**config.mk**
```make
export PLATFORM = sky130hd
export DESIGN_NAME = axis_bram_pingpong_ctrl
export DESIGN_NICKNAME = d
export VERILOG_FILES = /design/src/rtl/axis_bram_pkg.sv /design/src/rtl/axis_frame_tracker.sv /design/src/rtl/axis_bram_pingpong_ctrl.sv
export SDC_FILE = /design/constraint.sdc
export NUM_CORES = 1
export LEC_CHECK = 0
export CAP_MARGIN = 40
export CORE_MARGIN = 3
export CORE_UTILIZATION = 50
export DETAILED_ROUTE_END_ITERATION = 10
export PLACE_DENSITY = 0.81
export SYNTH_ARGS = -nofsm -noshare
export SYNTH_HDL_FRONTEND = slang
export SYNTH_SLANG_ARGS = --single-unit
```
**constraint.sdc**
```tcl
create_clock -name aclk -period 2.6 [get_ports aclk]
set_input_delay 0.52 -clock aclk [delete_from_list [all_inputs] [get_ports aclk]]
set_output_delay 0.52 -clock aclk [all_outputs]
set_load 0.01 [all_outputs]
```
**src/rtl/axis_bram_pkg.sv**
```systemverilog
// Shared types and defaults for the AXIS->BRAM ping-pong capture controller.
package axis_bram_pkg;

  localparam int unsigned LenWidthDef   = 16;
  localparam int unsigned CntWidthDef   = 16;
  localparam int unsigned FrameCntWidth = 32;

  typedef enum logic [2:0] {
    StIdle,
    StWaitBank,
    StTrig,
    StArmed,
    StCapture,
    StDrain
  } cap_state_t;

  function automatic logic [1:0] bank_onehot(input logic sel);
    return sel ? 2'b10 : 2'b01;
  endfunction

endpackage

```
**src/rtl/axis_frame_tracker.sv**
```systemverilog
// Passive AXI-Stream tap: decodes handshake beats and tracks start-of-frame.
module axis_frame_tracker (
  input  logic aclk,
  input  logic aresetn,
  input  logic tvalid,
  input  logic tready,
  input  logic tlast,
  output logic beat,
  output logic last_beat,
  output logic at_sof
);

  logic at_sof_q, at_sof_d;

  // Starts cleared so a frame already in flight at reset is never taken as a start.
  always_comb begin
    at_sof_d = at_sof_q;
    if (beat) begin
      at_sof_d = tlast;
    end
  end

  always_ff @(posedge aclk) begin
    if (!aresetn) begin
      at_sof_q <= 1'b0;
    end else begin
      at_sof_q <= at_sof_d;
    end
  end

  assign beat      = tvalid & tready;
  assign last_beat = beat & tlast;
  assign at_sof    = at_sof_q;

endmodule

```
**src/rtl/axis_bram_pingpong_ctrl.sv**
```systemverilog
// Two-bank ping-pong sequencer for a triggered AXIS->BRAM frame writer; bank_sel is the
// BRAM address MSB and only moves between frames.
module axis_bram_pingpong_ctrl
  import axis_bram_pkg::*;
#(
  parameter int unsigned LEN_WIDTH  = LenWidthDef,
  parameter int unsigned CNT_WIDTH  = CntWidthDef,
  parameter int unsigned NUM_FRAMES = 0
) (
  input  logic                 aclk,
  input  logic                 aresetn,
  input  logic                 mon_tvalid,
  input  logic                 mon_tready,
  input  logic                 mon_tlast,
  input  logic                 arm,
  input  logic                 disarm,
  input  logic [1:0]           bank_release,
  output logic                 trigger_out,
  output logic                 bank_sel,
  output logic [1:0]           bank_full,
  output logic [LEN_WIDTH-1:0] bank_len0,
  output logic [LEN_WIDTH-1:0] bank_len1,
  output logic                 frame_irq,
  output logic [CNT_WIDTH-1:0] dropped_cnt,
  output logic                 busy
);

  logic beat, last_beat, at_sof;

  axis_frame_tracker u_tracker (
    .aclk      (aclk),
    .aresetn   (aresetn),
    .tvalid    (mon_tvalid),
    .tready    (mon_tready),
    .tlast     (mon_tlast),
    .beat      (beat),
    .last_beat (last_beat),
    .at_sof    (at_sof)
  );

  cap_state_t               state_q, state_d;
  logic                     bank_sel_q, bank_sel_d;
  logic [1:0]               bank_full_q, bank_full_d;
  logic [LEN_WIDTH-1:0]     len_q, len_d;
  logic [LEN_WIDTH-1:0]     bank_len0_q, bank_len0_d;
  logic [LEN_WIDTH-1:0]     bank_len1_q, bank_len1_d;
  logic [CNT_WIDTH-1:0]     dropped_q, dropped_d;
  logic [FrameCntWidth-1:0] frames_left_q, frames_left_d;
  logic                     disarm_q, disarm_d;
  logic                     disarm_pend;
  logic [1:0]               set_mask;

  always_comb begin
    state_d       = state_q;
    bank_sel_d    = bank_sel_q;
    len_d         = len_q;
    bank_len0_d   = bank_len0_q;
    bank_len1_d   = bank_len1_q;
    dropped_d     = dropped_q;
    frames_left_d = frames_left_q;
    set_mask      = 2'b00;
    disarm_pend   = disarm_q | disarm;

    case (state_q)
      StIdle: begin
        if (arm && !disarm) begin
          state_d       = StWaitBank;
          frames_left_d = FrameCntWidth'(NUM_FRAMES);
        end
      end
      StWaitBank: begin
        if (last_beat && (dropped_q != '1)) begin
          dropped_d = dropped_q + CNT_WIDTH'(1);
        end
        if (disarm_pend) begin
          state_d = StIdle;
        end else if (!bank_full_q[bank_sel_q]) begin
          state_d = StTrig;
        end
      end
      // Once triggered the writer is committed to the next frame, so disarm only takes
      // effect after that frame drains.
      StTrig, StArmed: begin
        if (beat && at_sof) begin
          len_d   = LEN_WIDTH'(1);
          state_d = last_beat ? StDrain : StCapture;
        end else if (state_q == StTrig) begin
          state_d = StArmed;
        end
      end
      StCapture: begin
        if (beat) begin
          if (len_q != '1) begin
            len_d = len_q + LEN_WIDTH'(1);
          end
          if (last_beat) begin
            state_d = StDrain;
          end
        end
      end
      StDrain: begin
        set_mask   = bank_onehot(bank_sel_q);
        bank_sel_d = ~bank_sel_q;
        if (bank_sel_q) begin
          bank_len1_d = len_q;
        end else begin
          bank_len0_d = len_q;
        end
        if (frames_left_q != '0) begin
          frames_left_d = frames_left_q - FrameCntWidth'(1);
        end
        if (disarm_pend || ((NUM_FRAMES != 0) && (frames_left_d == '0))) begin
          state_d = StIdle;
        end else begin
          state_d = StWaitBank;
        end
      end
      default: state_d = StIdle;
    endcase

    // A set in the same cycle as a release of that bank must win.
    bank_full_d = (bank_full_q & ~bank_release) | set_mask;
    disarm_d    = (state_d == StIdle) ? 1'b0 : disarm_pend;
  end

  always_ff @(posedge aclk) begin
    if (!aresetn) begin
      state_q       <= StIdle;
      bank_sel_q    <= 1'b0;
      bank_full_q   <= 2'b00;
      len_q         <= '0;
      bank_len0_q   <= '0;
      bank_len1_q   <= '0;
      dropped_q     <= '0;
      frames_left_q <= '0;
      disarm_q      <= 1'b0;
    end else begin
      state_q       <= state_d;
      bank_sel_q    <= bank_sel_d;
      bank_full_q   <= bank_full_d;
      len_q         <= len_d;
      bank_len0_q   <= bank_len0_d;
      bank_len1_q   <= bank_len1_d;
      dropped_q     <= dropped_d;
      frames_left_q <= frames_left_d;
      disarm_q      <= disarm_d;
    end
  end

  assign trigger_out = (state_q == StTrig);
  assign frame_irq   = (state_q == StDrain);
  assign busy        = (state_q != StIdle);
  assign bank_sel    = bank_sel_q;
  assign bank_full   = bank_full_q;
  assign bank_len0   = bank_len0_q;
  assign bank_len1   = bank_len1_q;
  assign dropped_cnt = dropped_q;

endmodule

```
==> results of run 1 <==
## metrics by stage
stage	setup slack, ps	power (uW)	hold WS [ps]	utilization	std cells
6_report	421	2420	453	0.693	535
3_5_place_dp	211	1200	446	0.647	519
4_1_cts	416	2430	456	0.693	535
3_3_place_gp	298	1200	442	0.647	519
5_1_grt	327	2480	478	0.693	535
2_1_floorplan	666	1170	458	-	395
## placed cells by master (no fill, tap or decap), types with 3 or more instances in the layout
cell type / synthesis / routed
nor4_1: 5 / 4
nand2b_1: 12 / 12
and2_1: 3 / 3
and4_1: 5 / 5
nor3b_1: 4 / 4
o31ai_1: 13 / 13
nand2_1: 93 / 93
a21oi_1: 55 / 55
mux2i_1: 13 / 13
dfxtp_1: 72 / 72
clkbuf_8: 0 / 9
or4_1: 14 / 14
nand4_1: 10 / 10
a2111oi_0: 3 / 3
o21ai_0: 7 / 7
nand3_1: 10 / 10
clkdlybuf4s50_1: 0 / 62
or3_1: 4 / 4
inv_1: 10 / 10
bufinv_16: 0 / 5
buf_4: 0 / 11
a211oi_1: 8 / 8
## worst paths after layout
| kind | from | slack, ps | to |
|---|---|---|---|
| setup / recovery | state_q[1] | 420 | trigger_out |
| setup reg to reg | state_q[1] | 530 | len_q[13] |
| hold / removal | bank_len0[5] | 450 | bank_len0[5] |
| hold reg to reg | bank_len0[5] | 450 | bank_len0[5] |
## state kept, by name, indices dropped and copies added, names as in the netlist
name	cells
u_tracker.at_sof	1
disarm_q	1
bank_len1	16
state_q	3
bank_len0	16
len_q	16
dropped_cnt	16
bank_full	2
bank_sel	1
## cell families (layout without fill, tap and decap cells)
| kind of cell | after synthesis | in the layout |
|---|---|---|
| compound gates | 94 | 94 |
| fa+ha+maj | 2 | 2 |
| buf+inv | 35 | 100 |
| flops | 72 | 72 |
| mux | 13 | 13 |
| simple gates | 179 | 179 |
## area by class of cell
class,instances,area share
Clock inverter,6,0.0367
Multi-Input combinational cell,288,0.393
Inverter,11,0.00977
Tap cell,75,0.0222
Timing Repair Buffer,73,0.166
Clock buffer,10,0.0302
Sequential cell,72,0.341
## metal layers
layer / vias to the layer above / global-route usage / wire length, um
li1: 1540 / - / -
met2: 71 / 0.369 / 3880
met3: 21 / 0.0456 / 326
met1: 1490 / 0.277 / 3480
met4: 0 / 0.119 / 198
met5: - / 0 / 0
## worst max-delay path: cells and delay by family, from the launching register on
family,cells,cell delay (ps)
buffers and inverters,1,570
flip-flops,1,520
AND/OR/NAND/NOR,1,220
## power by group
group | switching [uW] | internal, uW
Combinational | 36.7 | 29.7
Sequential | 5.22 | 1110
Clock | 413 | 830
==> run_results.csv, run 1 <==
group,metric,value,unit
clocking,post-cts-setup-buffers,0,
min_path,hold_path_depth,2,
cells_and_area,syn2layout_area_growth,30.4,%
timing,hold_viol_final,0,
route,initialDrtViolationCount,221,
yosys,ys_seq_area_frac,0.445,
route,num_vias,3122,
worst_setup_path,path_class,"reg -> out",
yosys,synth_cell_types,42,
worst_setup_path,critical_path_required,2080,ps
yosys,synth_edf_count,0,
placed_design,hpwl,5.40,mm
clocking,clkLatencyLatePin,350,ps
clocking,htreeDepth,3,
yosys,yosysWarnings,0,
yosys,async_flop_share,0,
yosys,synth_top_area_share,0.445,
yosys,muxShareOfSynthArea,0.0402,
timing,max_freq,459,MHz
clocking,cts_inserted_buffers,9,
placed_design,place_area,3940,um^2
cells_and_area,seqCellArea,1440,um^2
global_route,grt-ovfl-total,0,
timing,finalCritPeriodShare,0.838,
die,io_pins,63,
clocking,cts_hold_buf,0,
yosys,yosysTopAreaCell,"dfxtp_1",
yosys,synthTopCellsByArea,"dfxtp_1 (45%), nand2_1 (11%), a21oi_1 (8.5%)",
timing,slew-limit-headroom,0.503,
cells_and_area,final_area,4220,um^2
worst_setup_path,worstRegToRegCells,4,
clocking,clock_path_buffers,2,
power,power.density,573,nW/um^2
die,initial_core_util,0.531,
yosys,syn-num-nets,406,
timing,final-setup-viol-count,0,
timing,maxSlewViolCount,0,
placed_design,port_buffers,62,
power,leakage,0.00133,uW
yosys,ys_seq_elements,72,
clocking,cts_tree,"built",
cells_and_area,diodes,0,
yosys,synth_area,3240,um^2
timing,fin_setup_tns,0,ps
cells_and_area,nFillCells,490,
die,core,6100,um^2
timing,rsz0062_at_grt,"no",
worst_setup_path,crit_fanout,11,
clocking,cts.sinks,72,
route,routedWlPerCell,14.7,um
run,cap_violations,0,
route,drt-pass1-iter-count,4,
route,detail-route-antenna-nets,0,
worst_setup_path,crit_slowest_cell,"clkdlybuf4s50_1",
global_route,grt_first_pass_wirelength,13.5,mm
power,max-vdd-ir-drop,0.490,mV
yosys,avgSynthCellArea,8.20,um^2
cells_and_area,final_nets,466,
worst_setup_path,cpPeakStageDelay,570,ps
clocking,cts_resized,0,
yosys,netlist_top_cells_count,"nand2_1 (93), dfxtp_1 (72), a21oi_1 (55)",
worst_setup_path,cp-end-kind,"primary output",
timing,fin_crit,2180,ps
timing,fin_skew,7.54,ps
route,vias_per_cell,5.84,
yosys,synth_xor_area_frac,0,
global_route,grt_pass1_vias,2929,
worst_setup_path,cp.arrival,1660,ps
cells_and_area,drive_gt1_frac,0.0804,
yosys,yosys.area_share.adder,0.00773,
worst_setup_path,worstPathCellList,"nor3b_1 > clkdlybuf4s50_1",
yosys,synth_most_common_cell,"nand2_1",
yosys,synth_top_family_by_area,"simple AND/OR/NAND/NOR gates",
clocking,root_buffer,"clkbuf_8",
worst_setup_path,worstSetupStartpointType,"register",
die,die_h,86.5,um
cells_and_area,multiInputGateArea,1660,um^2
route,wl,7.89,mm
global_route,grt_usage,0.225,
die,die_w,86.5,um
clocking,cts.reportedPaths.clkPinSlew,70,ps
yosys,synthCells,395,
die,dieArea,7480,um^2
placed_design,gp_congestion,0.806,
timing,worst_slew_pin_slew,744,ps
die,num_rows,28,
route,drcViolationCount,0,
yosys,synth-compound-area-share,0.175,
global_route,antenna_found_initial,0,
global_route,grt_start_max_net_pins,30,
status,status,"complete, no violations",
yosys,synth_simple_gate_area_frac,0.288,
yosys,synth_flop_cell,"dfxtp_1",
min_path,hp-class,"reg -> reg",
Power figures use the tool's default switching activity.
==> inputs of run 2 (changes only) <==
Settings changed: CORE_UTILIZATION 50 to 46, PLACE_DENSITY 0.81 to 0.79.
Clock period 2.6 ns to 1.8 ns, I/O delays scaled along.
==> run 2 against run 1 <==
  * The run now ends with setup timing left
  * First-iteration DRC count down 46%
  * Worst hold slack better by 0.67 ps
  * Final area rose by 8.7%
  * Global-route usage fell by 2.1 points
  * Combinational power grew 70%
  * Clock skew shrank 0.58 ps
  * Sequential power grew 44%
  * Total power up 36%
  * Core utilization is 0.64 points higher
  * Critical path type is now reg -> reg
  * Critical endpoint is now len_q[11]
  * Largest power group is now registers
==> run_results.csv, run 2 (synthesis results as in run 1) <==
group,metric,value,unit
route,drt-met1-wl,3.72,mm
clocking,clkLatencyLatePin,340,ps
global_route,grt_start_max_net_pins,25,
clocking,cts_inserted_buffers,9,
status,violations,"setup timing",
die,core,6570,um^2
status,status,"complete, but fails checks",
placed_design,place_worst_setup_slack,-340,ps
global_route,grt_usage,0.204,
route,wl,8.19,mm
die,io_pins,63,
cells_and_area,drive_gt1_frac,0.203,
power,finalPower,3300,uW
clocking,clock_path_buffers,2,
route,detail-route-antenna-nets,0,
worst_setup_path,critical_path_required,2070,ps
cells_and_area,mostFrequentLayoutCell,"nand2_1",
timing,rsz0062_at_grt,"yes",
placed_design,dp.cells,579,
worst_setup_path,worstSetupStartpointType,"register",
cells_and_area,final_nets,509,
timing,slew-limit-headroom,0.672,
timing,hold_viol_final,0,
die,die_w,89.9,um
timing,fin_skew,6.96,ps
global_route,grt_first_pass_wirelength,13.9,mm
die,initial_core_util,0.493,
timing,final-setup-viol-count,2,
route,initialDrtViolationCount,120,
route,vias_per_cell,5.45,
die,num_rows,29,
cells_and_area,final_cell_mix,"nand2_1 (92), dfxtp_1 (64), clkdlybuf4s50_1 (59)",
timing,layout_setup_ws,-26.7,ps
run,cap_violations,0,
placed_design,hpwl,5.90,mm
clocking,htreeDepth,3,
cells_and_area,final_core_util,0.699,
clocking,root_buffer,"clkbuf_8",
cells_and_area,diodes,0,
global_route,grt_pass1_vias,3122,
clocking,cts.reportedPaths.clkPinSlew,70,ps
route,drcViolationCount,0,
route,drt-pass1-iter-count,4,
worst_setup_path,cp-end-kind,"register",
timing,fin_setup_tns,-47.4,ps
min_path,hp-class,"reg -> reg",
route,top_layer,"met4",
cells_and_area,nFillCells,526,
global_route,grt-ovfl-total,0,
timing,worst_slew_pin_slew,490,ps
timing,maxSlewViolCount,0,
power,power.density,718,nW/um^2
cells_and_area,layoutNonFillerInstCount,596,
timing,finalCritPeriodShare,1.01,
placed_design,port_buffers,62,
die,dieArea,8080,um^2
route,wl_met3,292,um
worst_setup_path,cp.arrival,2090,ps
placed_design,gp_congestion,0.904,
worst_setup_path,path_class,"reg -> reg",
route,num_vias,3249,
worst_setup_path,crit_fanout,6,
route,wl_met2,4.08,mm
timing,max_freq,547,MHz
die,die_h,89.9,um
route,routedWlPerCell,13.7,um
timing,fin_crit,1830,ps
clocking,cts_tree,"built",
power,max-vdd-ir-drop,0.747,mV
cells_and_area,syn2layout_area_growth,41.8,%
clocking,cts.sinks,72,
global_route,antenna_found_initial,0,
power,leakage,0.00156,uW
-- run 2: critical path, cell delays in order, from the launching register on --
cell and delay, ps:
dfxtp_2 360, or3b_4 380, a2111o_1 450, or4_4 440, a21oi_2 130
-- run 2: final cells by class --
class | instances | area, um^2 | share of cell area
inverters | 11 | 41.3 | 0.00899
well taps | 93 | 116 | 0.0253
multi-input cells | 288 | 1710 | 0.373
repair buffers | 116 | 1020 | 0.222
flip-flops and latches | 72 | 1450 | 0.316
clock buffers | 11 | 151 | 0.0330
clock inverters | 5 | 103 | 0.0223
-- run 2: final timing paths --
check                     from            to  slack (ps)  depth (start not counted)
hold reg to reg   bank_len0[0]  bank_len0[0]         450                          2
hold / removal    bank_len0[0]  bank_len0[0]         450                          2
setup reg to reg    state_q[1]     len_q[11]         -30                          4
setup / recovery    state_q[1]     len_q[11]         -30                          4
-- run 2: power breakdown --
part | switching (uW) | internal (uW) | leakage, uW
Clock | 589 | 994 | 0.000126
Combinational | 59.7 | 52.8 | 0.000849
Sequential | 5.59 | 1600 | 0.000584
Total | 654 | 2640 | 0.00156
-- run 2: stage by stage --
| stage | hold WS [ps] | area, um^2 |
|---|---|---|
| floorplan | 458 | 3240 |
| global placement | 442 | 4280 |
| detailed placement | 447 | 4280 |
| CTS | 458 | 4540 |
| global route | 473 | 4590 |
| finish | 453 | 4590 |
-- run 2: timing repair --
item,CTS,global route
setup endpoints to repair,7,24
setup buffers,1,0
resized for setup,7,20
cloned,0,0
hold buffers,0,0
pin swaps,0,8
-- run 2: per-layer routing --
metal | track usage | up-vias
met4 | 0.0625 | 0
met3 | 0.0509 | 11
met1 | 0.242 | 1559
met5 | 0 | -
li1 | - | 1622
met2 | 0.362 | 57
==> inputs of run 3 (changes only) <==
Settings changed: CAP_MARGIN 40 to not set, SLEW_MARGIN set to 20.
==> results of run 3 <==
The final DEF is identical to that of run 2; final timing and power are the same.
